$ cat config.mk
export PLATFORM = sky130hd
export DESIGN_NAME = uart_tx_arbiter
export DESIGN_NICKNAME = d
export VERILOG_FILES = /design/src/rtl/uart_ctrl_pkg.sv /design/src/rtl/rr_arbiter.sv /design/src/rtl/uart_tx_arbiter.sv
export SDC_FILE = /design/constraint.sdc
export NUM_CORES = 1
export LEC_CHECK = 0
export ABC_AREA = 1
export CORE_ASPECT_RATIO = 0.75
export CORE_UTILIZATION = 54
export CTS_BUF_LIST = sky130_fd_sc_hd__clkbuf_8 sky130_fd_sc_hd__clkbuf_16
export DETAILED_ROUTE_END_ITERATION = 8
export PLACE_DENSITY = 0.94
export SKIP_CTS_REPAIR_TIMING = 1
export SYNTH_ARGS = -nofsm -noshare
export SYNTH_HDL_FRONTEND = slang
export SYNTH_SLANG_ARGS = --single-unit
$ cat constraint.sdc
create_clock -name clock -period 4.5 [get_ports clock]
set_input_delay 0.9 -clock clock [delete_from_list [all_inputs] [get_ports clock]]
set_output_delay 0.9 -clock clock [all_outputs]
set_load 0.01 [all_outputs]
$ cat src/rtl/uart_ctrl_pkg.sv
// uart_ctrl_pkg: shared state encoding, default sizes and counter width helper
package uart_ctrl_pkg;
    localparam int NUM_REQ_DEF        = 4;
    localparam int TIMEOUT_CYCLES_DEF = 1024;
    typedef enum logic [1:0] {IDLE, SEND, WAIT, HOLD} state_t;
    function automatic int cnt_w(input int t);
        return (t > 1) ? $clog2(t) : 1;
    endfunction
    localparam int CNT_W = cnt_w(TIMEOUT_CYCLES_DEF);
endpackage

$ cat src/rtl/rr_arbiter.sv
// rr_arbiter: combinational round-robin pick starting at ptr, wrapping modulo N
module rr_arbiter #(
    parameter int N  = 4,
    parameter int IW = (N > 1) ? $clog2(N) : 1
) (
    input  logic [N-1:0]  req,
    input  logic [IW-1:0] ptr,
    output logic [N-1:0]  gnt,
    output logic [IW-1:0] idx
);
    logic          found;
    logic [IW-1:0] sel;
    // first asserted request at or after ptr wins
    always_comb begin
        gnt   = '0;
        idx   = '0;
        found = 1'b0;
        sel   = '0;
        for (int k = 0; k < N; k++) begin
            sel = IW'((int'(ptr) + k) % N);
            if (!found && req[sel]) begin
                found    = 1'b1;
                gnt[sel] = 1'b1;
                idx      = sel;
            end
        end
    end
endmodule

$ cat src/rtl/uart_tx_arbiter.sv
// uart_tx_arbiter: round-robin packet-locking arbiter feeding one UART transmitter
module uart_tx_arbiter
    import uart_ctrl_pkg::*;
#(
    parameter int  NUM_REQ        = NUM_REQ_DEF,
    parameter int  TIMEOUT_CYCLES = TIMEOUT_CYCLES_DEF,
    localparam int IW             = (NUM_REQ > 1) ? $clog2(NUM_REQ) : 1,
    localparam int CW             = cnt_w(TIMEOUT_CYCLES)
) (
    input  logic                 clock,
    input  logic                 reset,
    input  logic [NUM_REQ-1:0]   req_valid,
    input  logic [8*NUM_REQ-1:0] req_data,
    input  logic [NUM_REQ-1:0]   req_last,
    output logic [NUM_REQ-1:0]   req_ready,
    output logic                 uart_send,
    output logic [7:0]           uart_tx_data,
    input  logic                 uart_tx_done,
    output logic [IW-1:0]        owner,
    output logic                 busy,
    output logic                 timeout_err
);
    state_t             state_q, state_d;
    logic [IW-1:0]      ptr_q, ptr_d, owner_q, owner_d, gidx, nxt_ptr;
    logic [7:0]         data_q, data_d;
    logic               last_q, last_d, terr_q, terr_d, tmo;
    logic [CW-1:0]      cnt_q, cnt_d;
    logic [NUM_REQ-1:0] gnt;

    rr_arbiter #(.N(NUM_REQ), .IW(IW)) u_rr (
        .req (req_valid),
        .ptr (ptr_q),
        .gnt (gnt),
        .idx (gidx)
    );

    assign nxt_ptr      = (owner_q == IW'(NUM_REQ - 1)) ? '0 : owner_q + 1'b1;
    assign tmo          = cnt_q == CW'(TIMEOUT_CYCLES - 1);
    assign uart_send    = state_q == SEND;
    assign uart_tx_data = data_q;
    assign owner        = owner_q;
    assign busy         = state_q != IDLE;
    assign timeout_err  = terr_q;

    // next state, handshake and lock release; done beats timeout in WAIT
    always_comb begin
        state_d   = state_q;
        ptr_d     = ptr_q;
        owner_d   = owner_q;
        data_d    = data_q;
        last_d    = last_q;
        cnt_d     = cnt_q;
        terr_d    = 1'b0;
        req_ready = '0;
        case (state_q)
            IDLE: begin
                req_ready = gnt;
                if (|req_valid) begin
                    owner_d = gidx;
                    data_d  = req_data[{gidx, 3'b000} +: 8];
                    last_d  = req_last[gidx];
                    state_d = SEND;
                end
            end
            SEND: begin
                cnt_d   = '0;
                state_d = WAIT;
            end
            WAIT: begin
                cnt_d = cnt_q + 1'b1;
                if (uart_tx_done) begin
                    cnt_d   = '0;
                    state_d = last_q ? IDLE : HOLD;
                    ptr_d   = last_q ? nxt_ptr : ptr_q;
                end else if (tmo) begin
                    terr_d  = 1'b1;
                    state_d = IDLE;
                    ptr_d   = nxt_ptr;
                end
            end
            HOLD: begin
                req_ready[owner_q] = req_valid[owner_q];
                cnt_d = cnt_q + 1'b1;
                if (req_valid[owner_q]) begin
                    data_d  = req_data[{owner_q, 3'b000} +: 8];
                    last_d  = req_last[owner_q];
                    state_d = SEND;
                end else if (tmo) begin
                    terr_d  = 1'b1;
                    state_d = IDLE;
                    ptr_d   = nxt_ptr;
                end
            end
        endcase
    end

    // state, latches and counter registers
    always_ff @(posedge clock) begin
        if (reset) begin
            state_q <= IDLE;
            ptr_q   <= '0;
            owner_q <= '0;
            data_q  <= '0;
            last_q  <= 1'b0;
            cnt_q   <= '0;
            terr_q  <= 1'b0;
        end else begin
            state_q <= state_d;
            ptr_q   <= ptr_d;
            owner_q <= owner_d;
            data_q  <= data_d;
            last_q  <= last_d;
            cnt_q   <= cnt_d;
            terr_q  <= terr_d;
        end
    end
endmodule
== Word level (Yosys, flattened, before mapping) ==
Cells that the tools add are included.

* Flip-flop bits (word level): 26
* Logic and storage cells: 118

* Add/subtract/negate cells: 5
* Magnitude comparators: 11
* Eq/ne operators: 9
* Shifts and indexed selects: 2
* Multiplexer cells: 60
* Bitwise operators: 4
* Reductions and logical operators: 20

{| class="wikitable"
|+ Operators by type and width
! cell !! number
|-
| $shiftx 32x6->8 || 2
|-
| $pmux 10 s3 || 1
|-
| $mux 2 || 14
|-
| $mux 1 || 20
|-
| $lt 2x3->1 const B || 6
|-
| $mux 4 || 4
|-
| $mux 8 || 2
|-
| $pmux 8 s2 || 1
|-
| $bmux 1 s2 || 7
|-
| $or 4x4->4 || 3
|-
| $add 10x1->10 const B || 1
|-
| $demux 1 s2 || 5
|-
| $eq 10x10->1 const B || 1
|-
| $ge 2x1->1 const B || 5
|-
| $mux 10 || 1
|-
| $logic_and 1x1->1 || 8
|-
| $pmux 2 s4 || 1
|-
| $pmux 4 s2 || 1
|-
| $eq 2x2->1 const B || 3
|-
| $ne 2x2->1 const B || 3
|-
| $reduce_and 3->1 || 2
|-
| $reduce_bool 2->1 || 3
|-
| $add 2x1->2 const B || 2
|-
| $add 2x2->2 const B || 2
|-
| 10 further kinds || 13
|}

== Logic depth before layout (Yosys ltp) ==
Gate-level depths: netlist of the first run.

* Depth after elaboration: 16
* Depth in mapped cells: 17
* Depth with buffers taken out: 16

== By module ==
A second synthesis of the first run with hierarchy kept.

* Cells, all modules: 378
* Area total of the unflattened synthesis: 2378.5 sq um

{| class="wikitable"
|+ By module, submodules not included
! module !! times used !! cells an instance !! area each (sq um)
|-
| uart_tx_arbiter || 1 || 305 || 1939.4
|-
| rr_arbiter || 1 || 73 || 439.2
|}

== Least setup slack after synthesis of the first run ==
OpenSTA, ideal clock, no wires.

* Kind: input port to output port
* From: in req_valid[3]
* To: out req_ready[1]
* Arrival time: 2.027 ns
* Path slack: 1.573 ns
* Stages: 10
* Buffers on the path: 0
* Cell sequence: inv_1 nand2_1 nand3_2 nand2_4 nor2_8 nand2_4 inv_1 nand3_1 a31o_2 a21oi_1

* Cells in the longest elaborated chain, start to end: 13

{| class="wikitable"
|+ RTL lines
! element !! line !! source
|-
| start, declared || uart_tx_arbiter.sv:12 || <nowiki>input logic [NUM_REQ-1:0] req_valid,</nowiki>
|-
| $bmux 1 s2 || rr_arbiter.sv:21 || <nowiki>if (!found && req[sel]) begin</nowiki>
|-
| $mux 1 (implied by the code) || rr_arbiter.sv:21 ||
|-
| $mux 1 || rr_arbiter.sv:21 ||
|-
| $logic_not 1->1 || rr_arbiter.sv:21 ||
|-
| $logic_and 1x1->1 || rr_arbiter.sv:21 ||
|-
| $mux 1 || rr_arbiter.sv:21 ||
|-
| $logic_not 1->1 || rr_arbiter.sv:21 ||
|-
| $logic_and 1x1->1 || rr_arbiter.sv:21 ||
|-
| $mux 1 || rr_arbiter.sv:21 ||
|-
| $logic_not 1->1 || rr_arbiter.sv:21 ||
|-
| $logic_and 1x1->1 || rr_arbiter.sv:21 ||
|-
| $mux 4 || rr_arbiter.sv:21 ||
|-
| $pmux 4 s2 * || uart_tx_arbiter.sv:55 || <nowiki>case (state_q)</nowiki>
|-
| end, declared || uart_tx_arbiter.sv:15 || <nowiki>output logic [NUM_REQ-1:0] req_ready,</nowiki>
|}

Every way passes the cells marked *; elsewhere a longest branch is shown, timed or not. The select of a mux whose other input is x is not followed.

== Worst setup path in the final report of the first run ==
Ends and elaborated chain as after synthesis.

==> flow_summary_export.csv, run 1 <==
group,metric,value,unit
setup_path,rr_startpoint,"ptr_q[1]",
floorplan,ios,60,
setup_path,path_cells,"clkdlybuf4s50_1, inv_1, nand2_1, nand3_2, nand2_4, nor2_8, nand2_4, inv_1, nand3_1, a31o_2, a21oi_1, clkdlybuf4s50_1",
setup_path,worst_path_max_delay_cell,"clkdlybuf4s50_1",
pwr,vdd_drop_max,0.2672,mV
hold_path,hold_start,"cnt_q[0]",
sta,max_slew_margin,57.18,%
floorplan,start_util,57.59,%
routing,via_per_inst,5.340,
routing,wirelength,6152,um
global_routing,grt_max_degree,19,
finish,fillers,337,
clock_tree,cts_tree,"done",
sta,setup_violations,0,
logic_synthesis,netlist_instances,368,
global_routing,grt_overflow,0,
setup_path,slowest_delay,580,ps
floorplan,die_w,78.86,um
place,portBuffers,59,
run,maxCapViolCount,0,
global_routing,grt_antenna_before_repair,0,
finish,nNetsFinal,486,
pwr,p_leak,1.449,nW
global_routing,grtUsageTotal,27.42,%
setup_path,critPathLaunchType,"input port",
setup_path,path_buf_inv,4,
setup_path,rrSetupSlack,1710,ps
global_routing,grt_pass1_wl,10130,um
routing,vias,2558,
place,gp_congestion,1.049,
finish,register_area,520.5,um^2
floorplan,rows,20,
logic_synthesis,synth_edf_count,0,
sta,period_share,90.55,%
sta,rsz0062_at_grt,"false",
clock_tree,clk_pin_slew_worst_paths,80,ps
logic_synthesis,async_flop_share,0,%
global_routing,grt_pass1_vias,2318,
sta,max_freq,245.4,MHz
routing,drc,0,
logic_synthesis,synth_flop_cell,"dfxtp_1",
setup_path,worstPathArrival,3170,ps
setup_path,critPathLaunch,"req_valid[3]",
logic_synthesis,postSynthAreaPerCell,6.501,um^2
clock_tree,cts_num_sinks,26,
sta,fin_crit,4075,ps
clock_tree,htree_levels,1,
finish,multi_input_area,1508,um^2
logic_synthesis,synth-seq-cells,26,
sta,fin_tns_setup,0,ps
status,status,"complete, no violations",
pwr,powerDensity,468.4,nW/um^2
clock_tree,cts_root_buf,"clkbuf_8",
setup_path,crit_required,3600,ps
logic_synthesis,synth_cell_types,37,
logic_synthesis,yosys_warnings,0,
sta,fin_worst_skew,1.822,ps
setup_path,r2r_end,"uart_tx_data[4]",
sta,worst_pin_slew,638.1,ps
clock_tree,cts.path.max_buffers,2,
logic_synthesis,ys_seq_area_share,21.76,%
setup_path,crit_fanout,7,
floorplan,die_height,59.64,um
routing,drt_iter0_markers,210,
logic_synthesis,syn_nets,428,
setup_path,critPathTopFamily,"buffers and inverters",
routing,dr.pass1.iters,4,
finish,drive_gt1_share,9.198,%
finish,syn2layout_area_growth,25.78,%
clock_tree,clk-insertion-delay-late,260,ps
sta,worst_hold_slack,488.2,ps
finish,diodes,0,
clock_tree,numCtsBuffers,3,
routing,antenna_left,0,
sta,finalHoldViolations,0,
sta,maxSlewViolCount,0,
setup_path,crit_path_end_kind,"primary output",
setup_path,critPathKind,"input port to primary output",
logic_synthesis,syn_area,2392,um^2
hold_path,whs_endpoint,"cnt_q[0]",
hold_path,worstHoldPathCells,2,
hold_path,hp-class,"flop to flop",
floorplan,die_area,4703,um^2
floorplan,coreArea,4154,um^2
setup_path,reg2regPathDepth,13,
routing,avgRoutedWirePerCell,12.84,um
place,hpwl,4841,um
[cells in the mapped netlist, types with 2 or more instances]
library cell | instances | area [um^2]
a21oi_1 | 16 | 80.08
a22oi_1 | 4 | 30.03
a31o_2 | 2 | 17.52
a41oi_1 | 2 | 17.52
clkbuf_8 | 4 | 55.05
dfxtp_1 | 26 | 520.5
ha_1 | 17 | 212.7
inv_1 | 72 | 270.3
nand2_1 | 67 | 251.5
nand2_2 | 17 | 106.4
nand2_4 | 4 | 45.04
nand3_1 | 54 | 270.3
nand3_2 | 2 | 20.02
nor2_1 | 30 | 112.6
nor2_2 | 2 | 12.51
nor2_4 | 3 | 33.78
nor3_1 | 4 | 20.02
nor3b_1 | 4 | 30.03
nor4_1 | 2 | 12.51
o211ai_1 | 3 | 22.52
o21a_1 | 2 | 15.01
o21ai_0 | 16 | 80.08
[layer usage]
layer | track usage (%) | up-vias | wire, um
li1 | - | 1291 | -
met1 | 36.84 | 1124 | 2796
met2 | 45.22 | 128 | 2564
met3 | 6.000 | 15 | 706
met4 | 6.494 | 0 | 85
met5 | 0 | - | 0
[tightest hold or removal path, delay by kind of cell, from the launching register on]
family,cells,cell delay [ps]
AND/OR/NAND/NOR,1,60
AO/OA/AOI/OAI,1,50
flip-flops,1,330
[cell families after synthesis]
family | synth area share [%]
compound gates | 12.55
xor+xnor | 0.3662
fa+ha+maj | 8.891
buf+inv | 15.22
flops | 21.76
simple gates | 41.21
[how the worst max path moves through the flow]
stage | end | slack, ps | depth (start not counted)
3_5_place_dp | req_ready[1] | 470 | 12
2_1_floorplan | req_ready[1] | 1570 | 10
3_3_place_gp | req_ready[0] | 550 | 13
4_1_cts | req_ready[0] | 470 | 13
5_1_grt | req_ready[0] | 240 | 13
6_report | req_ready[1] | 430 | 12
[cells in the final DEF, fill, tap and decap left out, drive strengths merged]
master         count
nand2             88
a21oi             16
clkinv             1
nor2              36
a22oi              4
nor3b              4
dfxtp             26
a31o               2
nor4               2
a31oi              1
o2111ai            1
or2                1
clkbuf             3
xnor2              1
o21ai             18
nand3             57
nor3               4
o211ai             3
ha                17
nand4              2
inv               73
o21a               2
clkdlybuf4s50     59
a41oi              2
o221ai             1
[layout make-up]
cell class	instances	area share [%]
Clock buffer	3	1.372
Inverter	74	9.314
Multi-Input combinational cell	262	50.10
Sequential cell	26	17.30
Tap cell	55	2.287
Timing Repair Buffer	59	19.63
[flip-flops by register name (all words and copies together) (netlist names)]
register and flops:
cnt_q 10, uart_tx_data 8, owner 2, ptr_q 2
state_q 2, last_q 1, timeout_err 1
[report_power, final]
group / internal, mW / switching [mW] / total (mW)
combinational: 0.365 / 0.570 / 0.935
clock: 0.0598 / 0.0620 / 0.122
sequential: 0.292 / 0.0609 / 0.353
total: 0.717 / 0.693 / 1.41
[stage by stage]
| step | utilization, % | total power [mW] | instance area [um^2] | setup slack [ps] | std cells |
|---|---|---|---|---|---|
| 2_1_floorplan | - | 1.017 | 2392 | 1573 | 368 |
| 3_3_place_gp | 71.45 | 1.248 | 2968 | 551.4 | 476 |
| 3_5_place_dp | 71.45 | 1.272 | 2968 | 470.5 | 476 |
| 4_1_cts | 72.44 | 1.398 | 3009 | 469.8 | 479 |
| 5_1_grt | 72.44 | 1.531 | 3009 | 236.7 | 479 |
| 6_report | 72.44 | 1.409 | 3009 | 425.1 | 479 |
Note: power is estimated with default switching activity, not from simulation.
==> inputs of run 2 (changes only) <==
--- a/config.mk
+++ b/config.mk
@@ -10,6 +10,7 @@
 export CORE_UTILIZATION = 54
 export CTS_BUF_LIST = sky130_fd_sc_hd__clkbuf_8 sky130_fd_sc_hd__clkbuf_16
 export DETAILED_ROUTE_END_ITERATION = 8
+export MAX_ROUTING_LAYER = met4
 export PLACE_DENSITY = 0.94
 export SKIP_CTS_REPAIR_TIMING = 1
 export SYNTH_ARGS = -nofsm -noshare
==> run 2 against run 1 <==
Global-route usage up 0.19 points. Highest routed layer unchanged. Setup slack lost 22 ps. Sequential power is essentially flat.
==> flow_summary_export.csv, run 2 (synthesis results as in run 1) <==
group,metric,value,unit
routing,antenna_left,0,
place,place_area,2968,um^2
routing,drc,0,
routing,via_per_inst,5.373,
clock_tree,cts_root_buf,"clkbuf_8",
pwr,p_sw_share,48.88,%
pwr,p_int,733.6,uW
routing,dr.pass1.iters,8,
sta,max_freq,244.1,MHz
setup_path,crit_fanout,7,
pwr,clkPwrFrac,10.3,%
finish,largest_register_ffs,10,
finish,finish.utilization,72.77,%
clock_tree,clk_pin_slew_worst_paths,80,ps
sta,fin_worst_skew,4.834,ps
setup_path,crit_path_end_kind,"primary output",
hold_path,hp-class,"flop to flop",
clock_tree,cts_tree,"done",
finish,finalNonFillerCells,480,
place,post-place-cells,476,
finish,nNetsFinal,486,
clock_tree,cts.path.max_buffers,2,
floorplan,coreArea,4154,um^2
finish,final_common_cell,"inv_1",
pwr,sequentialPowerShare,24.7,%
global_routing,grt_pass1_wl,9998,um
global_routing,grt_max_degree,19,
setup_path,crit_required,3600,ps
sta,setup_violations,0,
clock_tree,numCtsBuffers,3,
global_routing,grt_overflow,0,
setup_path,critPathLaunchType,"input port",
pwr,vdd_drop_max,0.2962,mV
finish,largest-register,"cnt_q",
finish,drive_gt1_share,9.412,%
sta,fin_crit,4097,ps
global_routing,grtUsageTotal,27.61,%
sta,finalHoldViolations,0,
floorplan,die_w,78.86,um
floorplan,rows,20,
place,gp_congestion,1.045,
clock_tree,clk-insertion-delay-late,270,ps
routing,vias,2579,
routing,avgRoutedWirePerCell,12.91,um
global_routing,grt_pass1_vias,2279,
finish,layout_common_cells,"inv_1 (72), nand2_1 (67), clkdlybuf4s50_1 (59)",
routing,drt_iter0_markers,215,
floorplan,ios,60,
clock_tree,htree_levels,1,
finish,syn2layout_area_growth,26.36,%
sta,rsz0062_at_grt,"false",
pwr,p_switching,701.4,uW
global_routing,grt_antenna_before_repair,0,
pwr,comb_power_share,65.0,%
status,status,"complete, no violations",
floorplan,start_util,57.59,%
sta,max_slew_margin,56.21,%
sta,period_share,91.05,%
sta,worst_pin_slew,652.5,ps
place,hpwl,4778,um
finish,final_cell_area,3023,um^2
pwr,p_leak,1.456,nW
sta,maxSlewViolCount,0,
setup_path,worstPathArrival,3200,ps
sta,fin_tns_setup,0,ps
place,portBuffers,59,
run,maxCapViolCount,0,
finish,diodes,0,
pwr,powerDensity,474.7,nW/um^2
clock_tree,cts_num_sinks,26,
floorplan,die_height,59.64,um
floorplan,die_area,4703,um^2
setup_path,critPathKind,"input port to primary output",
routing,wirelength,6195,um
[run 2: cell types whose count changed in the layout (fill, tap and decap cells not counted)]
cell | previous run | this run
clkbuf_8 | 3 | 4
[run 2: path summary, 6_finish.rpt]
check                                  start               to  slack [ps]  depth (start not counted)
worst max register to register      ptr_q[1]  uart_tx_data[4]        1700                         13
worst min register to register      cnt_q[0]         cnt_q[0]         480                          2
worst max-delay path            req_valid[1]     req_ready[2]         400                         12
worst min-delay path                cnt_q[0]         cnt_q[0]         480                          2
[run 2: per-layer routing]
| layer | track usage [%] | vias up | routed length, um |
|---|---|---|---|
| met5 | - | - | 0 |
| met3 | 4.154 | 3 | 593 |
| met2 | 44.22 | 129 | 2661 |
| met1 | 37.87 | 1153 | 2932 |
| met4 | 3.896 | 0 | 8 |
| li1 | - | 1294 | - |
[run 2: metrics by stage]
step,hold WS (ps),total power [mW],worst slack (ps)
after detailed placement,472.5,1.270,461.6
final,483.2,1.435,402.8
after CTS,483.5,1.421,457.0
after floorplan,449.2,1.017,1573
after global routing,510.6,1.547,265.6
after global placement,462.1,1.248,553.4
[run 2: power groups by stage]
| stage | Sequential, mW | Clock (mW) | Combinational (mW) |
|---|---|---|---|
| 6_report | 0.354 | 0.148 | 0.933 |
| 5_1_grt | 0.361 | 0.158 | 1.03 |
| 4_1_cts | 0.352 | 0.150 | 0.918 |
| 3_5_place_dp | 0.358 | 0 | 0.912 |
| 3_3_place_gp | 0.354 | 0 | 0.894 |
| 2_1_floorplan | 0.361 | 0 | 0.656 |
[run 2: final cells by class]
type                            count  area (um^2)
Clock buffer                        4        55.05
Tap cell                           55        68.82
Sequential cell                    26        520.5
Fill cell                         325         1131
Multi-Input combinational cell    262         1508
Timing Repair Buffer               59        590.6
Inverter                           74        280.3
[run 2: worst max-delay path: stages]
cell,delay [ps]
clkdlybuf4s50_1,470
inv_1,80
nand2_1,80
nand3_2,130
nand2_4,110
nor2_8,190
nand2_4,90
inv_1,140
nand3_1,90
a31o_2,210
a21oi_1,140
clkdlybuf4s50_1,560
